[config.mk]
export PLATFORM = sky130hd
export DESIGN_NAME = mem_arbiter
export DESIGN_NICKNAME = d
export VERILOG_FILES = /design/src/rtl/mem_arbiter.sv
export SDC_FILE = /design/constraint.sdc
export NUM_CORES = 1
export LEC_CHECK = 0
export ABC_AREA = 1
export BUFFER_PORTS_ARGS = -buffer_cell sky130_fd_sc_hd__buf_2
export CORE_AREA = 2 2 73 75
export CTS_CLUSTER_SIZE = 10
export DETAILED_ROUTE_END_ITERATION = 7
export DIE_AREA = 0 0 75 77
export HOLD_SLACK_MARGIN = 0.05
export PLACE_DENSITY = 0.85
export REMOVE_ABC_BUFFERS = 1
export SLEW_MARGIN = 20
export SYNTH_ARGS = -nofsm -noshare
export SYNTH_HDL_FRONTEND = slang
export SYNTH_SLANG_ARGS = --single-unit
[constraint.sdc]
create_clock -name clock -period 2.7 [get_ports clock]
set_input_delay 0.81 -clock clock [delete_from_list [all_inputs] [get_ports clock]]
set_output_delay 0.81 -clock clock [all_outputs]
set_load 0.02 [all_outputs]
[src/rtl/mem_arbiter.sv]
// Round-robin arbiter sharing one synchronous single-port memory
// between a CPU port and a DMA port, one 3-cycle access at a time.
module mem_arbiter #(
  parameter int AW        = 16,
  parameter bit CPU_FIRST = 1'b1
) (
  input  logic          clock,
  input  logic          reset_n,
  input  logic          cpu_req,
  input  logic [AW-1:0] cpu_address,
  input  logic [7:0]    cpu_o_data,
  input  logic          cpu_wren,
  output logic [7:0]    cpu_i_data,
  output logic          cpu_ready,
  input  logic          dma_req,
  input  logic [AW-1:0] dma_address,
  input  logic [7:0]    dma_wdata,
  input  logic          dma_wren,
  output logic [7:0]    dma_rdata,
  output logic          dma_ack,
  output logic [AW-1:0] mem_address,
  output logic [7:0]    mem_wdata,
  output logic          mem_wren,
  input  logic [7:0]    mem_rdata
);

  typedef enum logic [1:0] {
    IDLE,
    ISSUE,
    DONE
  } state_t;

  state_t        state, state_nx;
  logic          grant, grant_dma;
  logic          own_dma, last_dma, wren_q;
  logic [AW-1:0] addr_q;
  logic [7:0]    wdata_q, cpu_rd_q, dma_rd_q;

  always_comb begin
    state_nx  = state;
    grant     = 1'b0;
    grant_dma = 1'b0;
    unique case (state)
      IDLE: begin
        if (cpu_req || dma_req) begin
          grant     = 1'b1;
          // on a tie the port that did not win last time goes
          grant_dma = dma_req && (!cpu_req || !last_dma);
          state_nx  = ISSUE;
        end
      end
      ISSUE:   state_nx = DONE;
      DONE:    state_nx = IDLE;
      default: state_nx = IDLE;
    endcase
  end

  always_ff @(posedge clock) begin
    if (!reset_n) begin
      state    <= IDLE;
      own_dma  <= 1'b0;
      last_dma <= CPU_FIRST;
      wren_q   <= 1'b0;
      addr_q   <= '0;
      wdata_q  <= '0;
      cpu_rd_q <= '0;
      dma_rd_q <= '0;
    end else begin
      state <= state_nx;
      if (grant) begin
        own_dma <= grant_dma;
        wren_q  <= grant_dma ? dma_wren : cpu_wren;
        addr_q  <= grant_dma ? dma_address : cpu_address;
        wdata_q <= grant_dma ? dma_wdata : cpu_o_data;
      end
      if (state == DONE) begin
        last_dma <= own_dma;
        if (!wren_q) begin
          if (own_dma) dma_rd_q <= mem_rdata;
          else         cpu_rd_q <= mem_rdata;
        end
      end
    end
  end

  assign mem_address = addr_q;
  assign mem_wdata   = wdata_q;
  assign mem_wren    = (state == ISSUE) && wren_q;
  assign cpu_ready   = (state == DONE) && !own_dma;
  assign dma_ack     = (state == DONE) && own_dma;

  // read data arrives in DONE, so pass it through while the pulse is up
  assign cpu_i_data = (cpu_ready && !wren_q) ? mem_rdata : cpu_rd_q;
  assign dma_rdata  = (dma_ack && !wren_q) ? mem_rdata : dma_rd_q;

endmodule
-- Word level (Yosys, flattened, before mapping)
Cells that the tools add are included.
Widths: inputs -> output; s select.
- register bits after elaboration: 45
- input bits: 62
- word-level logic and storage cells: 39
- eq/ne operators: 3
- muxes and demuxes: 11
- bitwise logic cells: 2
- reductions and logical operators: 15
- operators by type and width (operator ; count):
    $mux 8 ; 3
    $mux 16 ; 1
    $logic_and 1x1->1 ; 6
    $reduce_and 3->1 ; 2
    $mux 1 ; 5
    $logic_not 1->1 ; 4
    $pmux 2 s2 ; 1
    $eq 2x1->1 const B ; 1
    $eq 2x2->1 const B ; 1
    $logic_not 2->1 ; 1
    $logic_or 1x1->1 ; 2
    $mux 2 ; 1
    $ne 2x2->1 const B ; 1
    $not 1->1 ; 2

-- Logic depth before layout (Yosys ltp)
Gate-level depths: netlist of run 1.
- depth after elaboration: 6
- gate-level depth with buffers: 7
- mapped depth without buffers: 6

-- Worst setup path before layout of run 1
No wires, ideal clock.
- path type: input -> output
- start point: input port mem_rdata[0]
- end point: output port cpu_i_data[0]
- arrival time: 1.134 ns
- required time: 1.890 ns
- setup slack: 0.756 ns
- cell stages on the path: 2
- cells stage by stage: o21ai_0 inv_1
- cells in the longest elaborated chain, start to end: 1
- ends and longest elaborated chain (what ; line ; RTL):
    start, declared ; 24 ; input logic [7:0] mem_rdata
    $mux 8 ; 93 ; assign cpu_i_data = (cpu_ready && !wren_q) ? mem_rdata : cpu_rd_q;
    end, declared ; 13 ; output logic [7:0] cpu_i_data,
No other way between the ends.

-- Final worst setup path of run 1
- start point: register state[1]
- end point: output port dma_rdata[1]
- cells in the longest elaborated chain, start to end: 4
- ends and longest elaborated chain (what ; line ; RTL):
    start, declared ; 33 ; state_t state, state_nx;
    start signal, assigned ; 69 ; state <= state_nx;
    $eq 2x2->1 ; 90 ; assign dma_ack = (state == DONE) && own_dma;
    $logic_and 1x1->1 ; 90 ;
    $logic_and 1x1->1 ; 94 ; assign dma_rdata = (dma_ack && !wren_q) ? mem_rdata : dma_rd_q;
    $mux 8 ; 94 ;
    end, declared ; 19 ; output logic [7:0] dma_rdata,
No other way between the ends.

==> results of run 1 <==
-- cell families (layout without fill, tap and decap cells) --
logic type             after synthesis  after routing  share of synthesized area, %
and+or+nand+nor                    172            172                          28.3
DFF                                 45             45                          36.9
AOI/OAI and AO/OA                   43             43                          11.3
buffers and inverters              128            227                          23.4
-- sequential cells by signal (all words and copies together), names as in the netlist --
| register | cells |
|---|---|
| cpu_rd_q | 8 |
| last_dma | 1 |
| wren_q | 1 |
| dma_rd_q | 8 |
| own_dma | 1 |
| state | 2 |
| mem_address | 16 |
| mem_wdata | 8 |
-- final cells by class --
class	count	area [um^2]
Clock inverter	3	65.1
Sequential cell	45	901
Timing Repair Buffer	107	543
Clock buffer	5	68.8
Tap cell	70	87.6
Inverter	112	420
Multi-Input combinational cell	215	966
Fill cell	477	1930
-- how the worst min path moves through the flow --
stage / start / endpoint / slack, ps / cells after the start
floorplan: last_dma / last_dma / 450 / 2
global placement: last_dma / last_dma / 470 / 2
detailed placement: last_dma / last_dma / 500 / 2
CTS: last_dma / last_dma / 510 / 2
global route: last_dma / last_dma / 530 / 2
finish: last_dma / last_dma / 510 / 2
-- worst register-to-register path: stages (launching register included) --
cell                      delay, ps
sky130_fd_sc_hd__dfxtp_1        360
sky130_fd_sc_hd__nor2_2         260
sky130_fd_sc_hd__o21ai_4         90
sky130_fd_sc_hd__inv_2          440
sky130_fd_sc_hd__nand3_1        140
sky130_fd_sc_hd__nand2_1         80
sky130_fd_sc_hd__inv_1           30
-- placed cells by master (no fill, tap or decap), types with 3 or more instances in the layout --
cell type | netlist | final
sky130_fd_sc_hd__clkbuf_8 | 2 | 5
sky130_fd_sc_hd__nand2_1 | 141 | 141
sky130_fd_sc_hd__buf_4 | 0 | 3
sky130_fd_sc_hd__inv_1 | 110 | 110
sky130_fd_sc_hd__dfxtp_1 | 45 | 45
sky130_fd_sc_hd__a21oi_1 | 13 | 13
sky130_fd_sc_hd__buf_2 | 3 | 104
sky130_fd_sc_hd__nor2_1 | 19 | 19
sky130_fd_sc_hd__a21oi_2 | 13 | 13
sky130_fd_sc_hd__o21ai_0 | 4 | 4
sky130_fd_sc_hd__o21ai_1 | 12 | 12
-- report_power, final --
group	internal [mW]	leakage, nW	switching (mW)	total [mW]
logic	0.153	1.59	0.279	0.431
registers	0.720	0.370	0.0284	0.748
clock network	0.367	0.0681	0.220	0.587
-- cell usage after synthesis, drive strengths merged --
cell | instances | area [um^2]
nand3 | 4 | 37.5
o21ai | 17 | 96.4
nor3 | 2 | 10.0
inv | 112 | 420
and2 | 1 | 6.26
nand4 | 1 | 6.26
buf | 12 | 116
nor2 | 21 | 88.8
nand2 | 143 | 542
dfxtp | 45 | 901
a21oi | 26 | 179
clkbuf | 4 | 35.0
-- stage by stage --
stage,hold WS [ps],worst slack (ps),instances
floorplan,448,755,372
global placement,472,570,549
detailed placement,495,517,549
CTS,509,215,557
global route,530,42.5,557
finish,512,236,557
-- metal layers --
metal / wire [um] / part of all wire, %
met1: 2300 / 44
met5: 0 / 0
met3: 540 / 10
met2: 2360 / 45
met4: 62 / 1.2
==> flow_summary.rst, run 1 <==
.. list-table::
   :header-rows: 1

   * - Metric
     - Value
   * - Outcome
     - finished clean
   * - Number of synthesis warnings
     - 0
   * - Count of inserted antenna diode cells
     - 0
   * - Floorplan Core Area
     - ~5000 um^2
   * - Clock skew after layout
     - between 6 and 7 ps
   * - Worst-margin pin slew
     - 611 ps
   * - Skew-Pair Late Insertion Delay
     - 290 ps
   * - Combined area of all synthesized cells
     - 2440 um^2
   * - Average size of a mapped cell
     - 6.29 um^2
   * - Layout cells sized above 1
     - 28.1%
   * - Width of the die
     - 75 um
   * - Finished Core Util
     - 61.3%
   * - Number of hold-repair buffers added at the cts stage
     - 0
   * - DIE HEIGHT
     - ~77 um
   * - Initial antenna violation count
     - 0
   * - Startpoint-to-endpoint class of the critical path
     - reg2out
   * - Met3 track utilization from global routing
     - 7.10%
   * - Remaining routing DRC violations
     - 0
   * - Top Family by Delay on Critical Path
     - flip-flops
   * - CP max stage delay
     - just over 400 ps
   * - Cell depth of the worst flop-to-flop path
     - 6
   * - H-tree depth
     - 2
   * - Final Total Pwr
     - 1.77 mW
   * - GR Layer Usage met2
     - 31.3%
   * - Reg2reg setup slack
     - 1200 ps
   * - Setup Buffers After CTS
     - 0
   * - Worst Setup End Kind
     - output port
   * - Final cell area excluding filler cells
     - 3050 um^2
   * - Residual overflow from global routing
     - 0
   * - CTS max path bufs
     - 2
   * - Fraction of the yosys area taken by sequential cells
     - a little under two fifths
   * - VDD IR max
     - 0.000309 V
   * - Final GP Congestion
     - ~0.74
   * - Number of cells on the critical path
     - 6
   * - TritonRoute pass-1 iters
     - 4
   * - Global-route usage over all layers
     - a little under a fifth
   * - Via count of the routed design
     - 2390
   * - Startpoint type of the worst setup path
     - flip-flop
   * - Average via count per standard cell
     - 4.29
   * - Data arrival time of the critical path
     - about 1700 ps
   * - Number of global-route vias before repair
     - 2053
   * - Clock sink count
     - between 40 and 50
   * - Reg-to-Reg End
     - mem_address[13]
   * - GR peak layer
     - met2
   * - Antenna-violating nets left
     - 0
   * - Relative slew margins
     - 59.2%
   * - Wirelength per Cell
     - 9.44 um
   * - Routed WL
     - 5.26 mm
   * - Number of top-level design ports
     - between 100 and 150
   * - Iter 0 DRT Violations
     - 63
   * - Share of the clock period used by the worst path
     - 91.3%
   * - Wire length of the first global-routing pass
     - 8.58 mm
   * - Leakage power of the design
     - between 2 and 2.5 nW
   * - Number of register bits inferred by synthesis
     - 45
   * - Critical Path Start
     - state[1]
   * - Post-synthesis cell type count
     - 23
   * - Total count of max-transition violations in the final report
     - 0
   * - Max stage delay cell, worst path
     - sky130_fd_sc_hd__dfxtp_1
   * - Synth-to-layout area growth
     - 25.1%
   * - Area of placed instances
     - 2920 um^2
   * - Final Hold Violating Endpoints
     - 0
   * - Total number of placement rows
     - 26
   * - Min-delay worst type
     - reg2reg
   * - Post-cts sizing count
     - 0
   * - Clock root buffer
     - sky130_fd_sc_hd__clkbuf_8
   * - Crit-path max FO
     - 16
   * - Reg-to-Reg Start
     - state[0]
   * - CTS buffer count
     - 5
   * - Initial core utilization
     - 49.0%
   * - Cell count after synthesis
     - 388
   * - Fmax
     - 406 MHz
   * - Met1 global-route usage
     - 21.7%
   * - Count of final setup violators
     - 0
   * - Minimum clock period after layout
     - roughly 2500 ps
   * - Cell breakdown of the critical path
     - inv_2 -> nor2_4 -> nand3_2 -> o21ai_1 -> inv_1 -> buf_2
   * - Unrepaired setup endpoints after global routing
     - no
   * - Aggregate negative setup slack
     - 0 ps
   * - End point of the critical path
     - dma_rdata[1]
   * - Placed wire-length estimate
     - between 3 and 4 mm
   * - Req. time, crit path
     - 1890 ps
   * - Clock-pin transition on the worst setup and hold timing paths
     - 80 ps
   * - IO buf count
     - 104
   * - Die Footprint
     - 5780 um^2
   * - Cell area power density
     - between 500 and 600 nW/um^2
   * - Buffers & Inverters on Critical Path
     - 3
   * - Largest net degree at the start of global routing
     - 28
   * - Number of nets in the finished design
     - between 500 and 600
   * - Max-cap violations
     - 0
   * - TritonCTS clock tree
     - built
Note: power is estimated with default switching activity, not from simulation.
==> run 2: changes to the inputs <==
--- a/config.mk
+++ b/config.mk
@@ -5,14 +5,13 @@
 export SDC_FILE = /design/constraint.sdc
 export NUM_CORES = 1
 export LEC_CHECK = 0
-export ABC_AREA = 1
 export BUFFER_PORTS_ARGS = -buffer_cell sky130_fd_sc_hd__buf_2
-export CORE_AREA = 2 2 73 75
+export CORE_AREA = 2 2 67 69
 export CTS_CLUSTER_SIZE = 10
 export DETAILED_ROUTE_END_ITERATION = 7
-export DIE_AREA = 0 0 75 77
+export DIE_AREA = 0 0 69 71
 export HOLD_SLACK_MARGIN = 0.05
-export PLACE_DENSITY = 0.85
+export PLACE_DENSITY = 0.86
 export REMOVE_ABC_BUFFERS = 1
 export SLEW_MARGIN = 20
 export SYNTH_ARGS = -nofsm -noshare
==> run 2 against run 1 <==
  * Sequential power down 0.9%
  * Final cell count down 34%
  * Utilization down 0.092 points
  * Sequential share of layout area up 5.5 points
  * Non-clock buffer count unchanged
  * Fmax down 4.9%
==> flow_summary.rst, run 2 <==
.. list-table::
   :header-rows: 1

   * - Metric
     - Value
   * - Number of instances in the placed design
     - roughly 360
   * - Unrepaired setup endpoints after global routing
     - no
   * - Most used standard cell by instance count after synthesis
     - sky130_fd_sc_hd__dfxtp_1
   * - Wire length of the first global-routing pass
     - 8.14 mm
   * - Wirelength per Cell
     - ~13 um
   * - Buffers & Inverters on Critical Path
     - 1
   * - Clock skew after layout
     - between 5 and 6 ps
   * - Placed wire-length estimate
     - 3.41 mm
   * - Iter 0 DRT Violations
     - 61
   * - H-tree depth
     - 2
   * - Aggregate negative setup slack
     - 0 ps
   * - Average size of a mapped cell
     - 9.12 um^2
   * - Min-delay worst type
     - reg2reg
   * - CTS max path bufs
     - 2
   * - Leakage power of the design
     - 1.26 nW
   * - TritonCTS clock tree
     - built
   * - Crit-path max FO
     - 8
   * - Data arrival time of the critical path
     - 1780 ps
   * - CTS buffer count
     - 5
   * - Post-synthesis cell type count
     - 23
   * - Fraction of the yosys area taken by sequential cells
     - 46.4%
   * - Number of hold-repair buffers added at the cts stage
     - 0
   * - VDD IR max
     - 0.000278 V
   * - Outcome
     - finished clean
   * - Largest register FFs
     - 16
   * - Die Footprint
     - 4900 um^2
   * - Worst Setup End Kind
     - output port
   * - Count of inserted antenna diode cells
     - 0
   * - Initial core utilization
     - 46.2%
   * - Max-cap violations
     - 0
   * - Worst slack on hold paths
     - 457 ps
   * - Worst-margin pin slew
     - about 1000 ps
   * - Cell area power density
     - 576 nW/um^2
   * - Most common cell after layout, fill and taps aside
     - sky130_fd_sc_hd__buf_2
   * - Share of Yosys cell area claimed by the top area cell type
     - 46.4%
   * - Layout cells sized above 1
     - 44.1%
   * - Largest net degree at the start of global routing
     - 28
   * - Share of the clock period used by the worst path
     - 95.9%
   * - Average via count per standard cell
     - 5.21
   * - Number of synthesis warnings
     - 0
   * - Cell count after synthesis
     - between 200 and 250
   * - Final Hold Violating Endpoints
     - 0
   * - Fmax
     - 386 MHz
   * - Global-route usage over all layers
     - 20.4%
   * - Cell breakdown of the critical path
     - and4bb_1 -> mux2_2 -> buf_2
   * - Final GP Congestion
     - 0.750
   * - Startpoint type of the worst setup path
     - flip-flop
   * - Total count of max-transition violations in the final report
     - 0
   * - Finished Core Util
     - 61.2%
   * - Req. time, crit path
     - between 1500 and 2000 ps
   * - Remaining routing DRC violations
     - 0
   * - Floorplan Core Area
     - 4200 um^2
   * - Top cells by area, synth
     - sky130_fd_sc_hd__dfxtp_1 46%, sky130_fd_sc_hd__o32ai_1 11%, sky130_fd_sc_hd__mux2_2 9.3%, sky130_fd_sc_hd__a21oi_1 6.7%, sky130_fd_sc_hd__inv_1 5.2%
   * - Post-layout instance count excluding filler cells
     - 365
   * - Routed WL
     - just under 5 mm
   * - Library cell with the largest summed area after synthesis
     - sky130_fd_sc_hd__dfxtp_1
   * - TritonRoute pass-1 iters
     - 4
   * - Ranking of synthesized cells by instance count
     - 45 x sky130_fd_sc_hd__dfxtp_1, 27 x sky130_fd_sc_hd__inv_1, 27 x sky130_fd_sc_hd__nor2_1
   * - Antenna-violating nets left
     - 0
   * - Setup Buffers After CTS
     - 0
   * - Via count of the routed design
     - 1902
   * - DIE HEIGHT
     - about 71 um
   * - CP max stage delay
     - 480 ps
   * - Relative slew margins
     - between 30% and 40%
   * - Max stage delay cell, worst path
     - sky130_fd_sc_hd__and4bb_1
   * - Total number of placement rows
     - 24
   * - Clock sink count
     - 45
   * - Synth-to-layout area growth
     - 32.5%
   * - Clock-pin transition on the worst setup and hold timing paths
     - 80 ps
   * - Number of register bits inferred by synthesis
     - 45
   * - Minimum clock period after layout
     - ~2600 ps
   * - Initial antenna violation count
     - 0
   * - Post-cts sizing count
     - 0
   * - Width of the die
     - 69 um
   * - Combined area of all synthesized cells
     - approximately 2000 um^2
   * - Number of global-route vias before repair
     - 1862
   * - Ys flop type
     - sky130_fd_sc_hd__dfxtp_1
   * - IO buf count
     - 104
   * - Final Total Pwr
     - 1.48 mW
   * - Number of top-level design ports
     - ~110
   * - Residual overflow from global routing
     - 0
   * - Clock root buffer
     - sky130_fd_sc_hd__clkbuf_8
   * - Commonest cells after routing, fill and taps aside
     - 104 x sky130_fd_sc_hd__buf_2, 45 x sky130_fd_sc_hd__dfxtp_1, 27 x sky130_fd_sc_hd__inv_1, 27 x sky130_fd_sc_hd__nor2_1, 26 x sky130_fd_sc_hd__a21oi_1
   * - Skew-Pair Late Insertion Delay
     - 290 ps
   * - Count of final setup violators
     - 0
   * - Number of nets in the finished design
     - 375
   * - Top Family by Delay on Critical Path
     - simple AND/OR/NAND/NOR gates
   * - Startpoint-to-endpoint class of the critical path
     - reg2out
   * - Async set or reset register ratio after synthesis
     - 0%
   * - Number of enable flip-flop cells after synthesis
     - 0
   * - Total of fill cells in the finished design
     - 373
==> run 2: changes by cell type in the layout (fill, tap and decap cells not counted), moves of 15 or more <==
cell / change
sky130_fd_sc_hd__nand2_1: -140
sky130_fd_sc_hd__inv_1: -83
sky130_fd_sc_hd__o32ai_1: +24
sky130_fd_sc_hd__mux2_2: +16
sky130_fd_sc_hd__and2_1: +15
==> run 2: path summary, 6_finish.rpt <==
path,cells past startpoint,start,slack (ps),end
worst min-delay path,2,mem_wdata[4],460,mem_wdata[4]
worst max register to register,3,state[0],720,mem_address[1]
worst min register to register,2,mem_wdata[4],460,mem_wdata[4]
worst max-delay path,3,own_dma,110,dma_rdata[5]
==> run 2: power breakdown <==
part | internal (mW) | total, mW | switching, mW
sequential | 0.712 | 0.741 | 0.0289
clock | 0.203 | 0.419 | 0.216
combinational | 0.131 | 0.322 | 0.191
total | 1.05 | 1.48 | 0.436
==> run 2: area by class of cell <==
type | count | area, um^2 | share of cell area [%]
Clock buffer | 7 | 86.3 | 3.35
Sequential cell | 45 | 901 | 35.0
Inverter | 27 | 101 | 3.94
Timing Repair Buffer | 107 | 543 | 21.1
Tap cell | 52 | 65.1 | 2.53
Multi-Input combinational cell | 127 | 877 | 34.1
==> run 2: kinds of logic (layout without fill, tap and decap cells) <==
group,count (synthesis),count (layout),synth area share [%]
DFF,45,45,46.4
AOI/OAI and AO/OA,55,55,19.8
and+or+nand+nor,56,56,16.1
muxes,16,16,9.28
buffers and inverters,41,141,8.44
==> run 2: metrics by stage <==
| step | area, um^2 | setup WS, ps |
|---|---|---|
| floorplan | 1880 | 616 |
| global placement | 2480 | 386 |
| detailed placement | 2480 | 337 |
| CTS | 2570 | 7.24 |
| global route | 2570 | 18.5 |
| finish | 2570 | 110 |
==> run 2: routing by layer <==
layer,wire (um),global-route usage (%)
met5,0,0
met4,71,9.15
met3,427,5.27
met2,2240,37.0
met1,2180,22.5
==> run 2: worst min-delay path, cell delays in order, from the launching register on <==
cell,delay (ps)
sky130_fd_sc_hd__dfxtp_1,310
sky130_fd_sc_hd__inv_1,50
sky130_fd_sc_hd__o32ai_1,50
